## src/rtl/eval_scheduler.sv

```systemverilog
// Two-requester round-robin front end for the eval datapath: credit-limited issue,
// result tracking into a tagged FIFO, and sleep/wake control of the datapath clock gate.
module eval_scheduler #(
  parameter int DW          = 8,
  parameter int FIFO_DEPTH  = 4,
  parameter int IDLE_CYCLES = 8
) (
  input  logic          clk,
  input  logic          rst,
  input  logic          req0_valid,
  output logic          req0_ready,
  input  logic [DW-1:0] req0_a,
  input  logic [DW-1:0] req0_b,
  input  logic          req0_kernel,
  input  logic          req1_valid,
  output logic          req1_ready,
  input  logic [DW-1:0] req1_a,
  input  logic [DW-1:0] req1_b,
  input  logic          req1_kernel,
  output logic [DW-1:0] eval_data_in1,
  output logic [DW-1:0] eval_data_in2,
  output logic          eval_kernel_enable,
  output logic          eval_gate_en,
  input  logic [DW-1:0] eval_result,
  output logic          out_valid,
  input  logic          out_ready,
  output logic [DW-1:0] out_data,
  output logic          out_src,
  output logic          busy
);

  localparam logic [1:0] ST_SLEEP = 2'd0;
  localparam logic [1:0] ST_WAKE  = 2'd1;
  localparam logic [1:0] ST_RUN   = 2'd2;

  localparam int AW = (FIFO_DEPTH > 1) ? $clog2(FIFO_DEPTH) : 1;
  localparam int CW = $clog2(FIFO_DEPTH + 1);
  localparam int IW = $clog2(IDLE_CYCLES + 1);

  logic [1:0]    state;
  logic [IW-1:0] idle_cnt;
  logic          last_grant;
  logic          s1_v, s2_v, s1_src, s2_src;
  logic          grant0, grant1, accept, any_valid, can_accept;
  logic [CW:0]   inflight;

  logic [DW-1:0] fifo_data [FIFO_DEPTH];
  logic          fifo_src  [FIFO_DEPTH];
  logic [AW-1:0] rd_ptr, wr_ptr;
  logic [CW-1:0] fifo_count;
  logic          push, pop;

  function automatic logic [AW-1:0] next_ptr(input logic [AW-1:0] p);
    return (p == AW'(FIFO_DEPTH - 1)) ? '0 : p + AW'(1);
  endfunction

  // Credit counts every result already owed to the FIFO, so a full FIFO can never be overrun.
  assign inflight   = (CW+1)'(fifo_count) + (CW+1)'(s1_v) + (CW+1)'(s2_v);
  assign can_accept = (state == ST_RUN) && (inflight < (CW+1)'(FIFO_DEPTH));
  assign any_valid  = req0_valid || req1_valid;

  // NOTE: every output of a combinational block gets a default first; otherwise the
  // unassigned paths keep their old value and synthesis infers a latch.
  always_comb begin
    grant0 = 1'b0;
    grant1 = 1'b0;
    if (can_accept) begin
      if (req0_valid && req1_valid) begin
        grant0 = last_grant;
        grant1 = !last_grant;
      end else begin
        grant0 = req0_valid;
        grant1 = req1_valid;
      end
    end
  end

  assign accept     = grant0 || grant1;
  assign req0_ready = grant0;
  assign req1_ready = grant1;

  // NOTE: clocked state uses non-blocking assignments so every register samples
  // pre-edge values regardless of statement order.
  always_ff @(posedge clk) begin
    if (rst) begin
      state    <= ST_SLEEP;
      idle_cnt <= '0;
    end else begin
      case (state)
        ST_SLEEP: if (any_valid) state <= ST_WAKE;
        ST_WAKE:  state <= ST_RUN;
        ST_RUN: begin
          if (accept || s1_v || s2_v) begin
            idle_cnt <= '0;
          end else if (idle_cnt == IW'(IDLE_CYCLES - 1)) begin
            if (!any_valid) begin
              state    <= ST_SLEEP;
              idle_cnt <= '0;
            end
          end else begin
            idle_cnt <= idle_cnt + IW'(1);
          end
        end
        default: state <= ST_SLEEP;
      endcase
    end
  end

  // Issue stage and result-tracking pipeline; the datapath itself supplies the middle register.
  always_ff @(posedge clk) begin
    if (rst) begin
      s1_v               <= 1'b0;
      s2_v               <= 1'b0;
      s1_src             <= 1'b0;
      s2_src             <= 1'b0;
      last_grant         <= 1'b1;
      eval_data_in1      <= '0;
      eval_data_in2      <= '0;
      eval_kernel_enable <= 1'b0;
    end else begin
      s1_v   <= accept;
      s2_v   <= s1_v;
      s2_src <= s1_src;
      if (accept) begin
        s1_src             <= grant1;
        last_grant         <= grant1;
        eval_data_in1      <= grant1 ? req1_a : req0_a;
        eval_data_in2      <= grant1 ? req1_b : req0_b;
        eval_kernel_enable <= grant1 ? req1_kernel : req0_kernel;
      end else begin
        eval_kernel_enable <= 1'b0;
      end
    end
  end

  assign push = s2_v;
  assign pop  = out_valid && out_ready;

  always_ff @(posedge clk) begin
    if (rst) begin
      rd_ptr     <= '0;
      wr_ptr     <= '0;
      fifo_count <= '0;
    end else begin
      if (push) wr_ptr <= next_ptr(wr_ptr);
      if (pop)  rd_ptr <= next_ptr(rd_ptr);
      case ({push, pop})
        2'b10:   fifo_count <= fifo_count + CW'(1);
        2'b01:   fifo_count <= fifo_count - CW'(1);
        default: fifo_count <= fifo_count;
      endcase
    end
  end

  // NOTE: storage is not reset; only the pointers and count are, and the head is masked
  // with out_valid so stale entries never reach the outputs.
  always_ff @(posedge clk) begin
    if (push) begin
      fifo_data[wr_ptr] <= eval_result;
      fifo_src[wr_ptr]  <= s2_src;
    end
  end

  assign out_valid    = (fifo_count != '0);
  assign out_data     = out_valid ? fifo_data[rd_ptr] : '0;
  assign out_src      = out_valid && fifo_src[rd_ptr];
  assign eval_gate_en = (state != ST_SLEEP);
  assign busy         = (state != ST_SLEEP) || s1_v || s2_v || (fifo_count != '0);

endmodule

```

## config.mk

```make
export PLATFORM = sky130hd
export DESIGN_NAME = eval_scheduler
export DESIGN_NICKNAME = d
export VERILOG_FILES = /design/src/rtl/eval_scheduler.sv
export SDC_FILE = /design/constraint.sdc
export NUM_CORES = 1
export LEC_CHECK = 0
export CAP_MARGIN = 10
export CORE_MARGIN = 4
export CORE_UTILIZATION = 44
export CTS_CLUSTER_SIZE = 10
export DETAILED_ROUTE_END_ITERATION = 7
export PLACE_DENSITY_LB_ADDON = 0.12
export SYNTH_ARGS = -nofsm -noshare
export SYNTH_HDL_FRONTEND = slang
export SYNTH_SLANG_ARGS = --single-unit
export TNS_END_PERCENT = 50
```

## constraint.sdc

```tcl
create_clock -name clk -period 1.91 [get_ports clk]
set_input_delay 0.573 -clock clk [delete_from_list [all_inputs] [get_ports clk]]
set_output_delay 0.573 -clock clk [all_outputs]
set_load 0.01 [all_outputs]
```

==> results.yml, run 1 <==
outcome:
  status: "finished with violations"
  violations: "setup timing"
global_routing:
  track_usage_pct: 16.1
  antenna_found_initial: 0
  grt_max_degree: 34
  grt_overflow: 0
  grt_pass1_vias: 2273
  grt_pass1_wl_um: 10800
placement:
  pre_cts_ws_ns: -0.607
  routabilityCongestion: 0.788
  io_buffer_count: 77
  place_area_um2: 4270
  dp_hpwl_um: 4670
  dp_cells: 432
power_and_ir_drop:
  p_clk_share_pct: 38.8
  p_sw_share_pct: 22.9
  p_total_mw: 3.77
  p_seq_share_pct: 45.5
  p_leak_nw: 1.74
  p_switching_mw: 0.863
  power_density_nw_per_um2: 802
  ir_drop_uv: 450
  combinationalPowerShare_pct: 15.7
  internal_power_mw: 2.90
routing:
  drtIter0Drc: 48
  dr.pass1.iters: 4
  drc: 0
  wire_per_inst_um: 15.3
  ant_nets: 0
  routed_wirelength_um: 7070
  viasPerCell: 4.96
  vias: 2288
die:
  rows: 30
  die_area_um2: 8720
  start_util_pct: 46.2
  io_pins: 78
  die_h_um: 93.4
  coreArea_um2: 6940
  die_x_um: 93.4
yosys:
  yosysTopAreaCell: "edfxtp_1"
  ys.flop_type: "dfxtp_1"
  synth_edf_count: 36
  ys_warn_count: 0
  netlist_area_um2: 3210
  synth_nets: 299
  ys_ff_latch: 73
  synth_top_area_share_pct: 33.7
  synth-seq-area-share_pct: 56.8
  syn_inst: 243
  synth.distinct_cells: 41
  synthArstFlopShare_pct: 0
  synthTopCellsByArea: "edfxtp_1, dfxtp_1, mux4_2, mux2i_1, a211oi_2"
  avgSynthCellArea_um2: 13.2
layout:
  seq_area_um2: 1830
  drive_above_1_share_pct: 35.1
  multi_input_area_um2: 1340
  design_area_um2: 4700
  fillers: 537
  final_core_util_pct: 67.7
  final_cell_count_no_fill: 461
  num-nets-final: 416
  diodes: 0
  area_growth_pct: 46.6
clock_network:
  path_clk_slew_ns: 0.07
  cts-htree-levels: 3
  cts_buffers: 9
  clockBufferDepth: 2
  clk_latency_ns: 0.34
  cts_tree: "yes"
  cts_root_buffer: "clkbuf_8"
  cts_sinks: 73
setup_path:
  end_kind: "output port"
  cp_max_fo: 2
  crit_start: "push"
  cpLargestDelayFamily: "compound AO/OA/AOI/OAI gates"
  path_depth: 7
  worstPathRequired_ns: 1.34
  slowest_delay_ns: 0.34
  critPathLaunchType: "flop"
  cp.arrival_ns: 1.73
  r2r_setup_slack_ns: -0.17
  cp_slowest_cell: "dfxtp_2"
  critPathBufInv: 2
  timing.rr.end: "fifo_count[2]"
  r2r_cells: 11
  r2r_start: "fifo_count[0]"
  path_common_cell: "a21oi_2"
  crit_chain: "ha_4 > a21o_1 > a21oi_2 > buf_4 > nand3_2 > a21oi_2 > buf_2"
  worstSetupPathType: "reg2out"
sta:
  setup_ws_ns: -0.392
  timing.fmax_ghz: 0.434
  rsz0062_at_grt: "true"
  setup_viol: 35
  final_hold_viol_count: 0
  post-route-period-util_pct: 121
  min_period_ns: 2.30
  drv_slew: 0
  slew_headroom_pct: 67.9
  worst_pin_slew_ns: 0.482
  skew_ns: 0.0119
worst_hold_path:
  whs_endpoint: "s2_src"
  min_path_cells: 1
  worstHoldStart: "s1_src"
  min_path_type: "reg2reg"
job:
  maxCapViolCount: 0
[logic make-up (layout without fill, tap and decap cells)]
kind of cell	after synthesis	count (layout)	share of synthesized area, %
compound gates	37	37	11.2
xor+xnor	2	2	0.547
fa+ha+maj	9	9	3.75
buf+inv	23	145	3.47
flops	73	73	56.8
mux	28	28	12.3
simple gates	71	71	12.0
[cells in the mapped netlist (4+ instances only)]
cell type / number
a211oi_2: 15
a21oi_1: 8
and2_1: 13
clkbuf_1: 5
dfxtp_1: 37
edfxtp_1: 36
ha_1: 8
inv_1: 11
mux2i_1: 19
mux4_2: 9
nand2_1: 4
nand3_1: 4
nor2_1: 17
nor2_2: 10
nor3_1: 6
or3_1: 4
[layout make-up]
type / instances / share of cell area [%]
Clock buffer: 10 / 2.72
Tap cell: 96 / 2.56
Timing Repair Buffer: 118 / 24.0
Sequential cell: 73 / 38.9
Multi-Input combinational cell: 147 / 28.6
Clock inverter: 6 / 2.40
Inverter: 11 / 0.879
[placed cells by master, fill, tap and decap left out, drive strengths merged, types with 2 or more instances in the layout]
cell / n
dfxtp: 37
nor2b: 3
or3: 4
nor2: 27
a21oi: 9
nand2b: 3
or2: 2
mux2i: 19
nand3: 4
and2: 13
bufinv: 3
nand3b: 3
ha: 8
clkdlybuf4s50: 63
nand2: 4
o21ai: 3
nor3: 6
a211oi: 17
xor2: 2
inv: 13
edfxtp: 36
clkbuf: 12
buf: 53
mux4: 9
[power by group through the flow]
| stage | Sequential (mW) | Clock (mW) | Combinational (mW) |
|---|---|---|---|
| 2_1_floorplan | 1.76 | 0 | 0.244 |
| 3_3_place_gp | 1.75 | 0 | 0.535 |
| 3_5_place_dp | 1.75 | 0 | 0.540 |
| 4_1_cts | 1.71 | 1.49 | 0.544 |
| 5_1_grt | 1.72 | 1.57 | 0.637 |
| 6_report | 1.71 | 1.46 | 0.589 |
[repair_timing]
action,4_1_cts,5_1_grt
hold buffers,0,0
setup endpoints to repair,33,36
setup buffers,4,4
gates cloned,1,4
pin swaps,22,9
gates resized for setup,74,18
[per-layer routing]
metal	track usage [%]	up-vias	routed length [µm]
met4	6.23	0	84
met2	27.4	63	3530
met3	5.15	7	448
li1	-	1130	-
met1	18.7	1088	3010
met5	0	-	0
[metrics by stage]
step           TNS [ns]  hold WS [ns]
2_1_floorplan   -0.0646         0.438
3_3_place_gp     -11.81         0.458
3_5_place_dp     -12.58         0.453
4_1_cts           -5.24         0.463
5_1_grt           -9.54         0.481
6_report          -7.06         0.461
[sequential cells by signal (all words and copies together), names as in the netlist, 2 cells and up, named ones only]
signal and cells:
fifo_src 4, wr_ptr 2, eval_data_in1 8, fifo_count 3
idle_cnt 4, fifo_data 32, state 2, rd_ptr 2
eval_data_in2 8
[how the worst max path moves through the flow]
stage | end
after floorplan | req0_ready
after global placement | req1_ready
after detailed placement | req1_ready
after CTS | req0_ready
after global routing | req0_ready
final | req0_ready
Power figures use the tool's default switching activity.
==> run 2: changes to the inputs <==
CAP_MARGIN = unset   (was 10)
==> results of run 2 <==
Same layout as run 1: the final DEF is identical, and so are final timing and power.
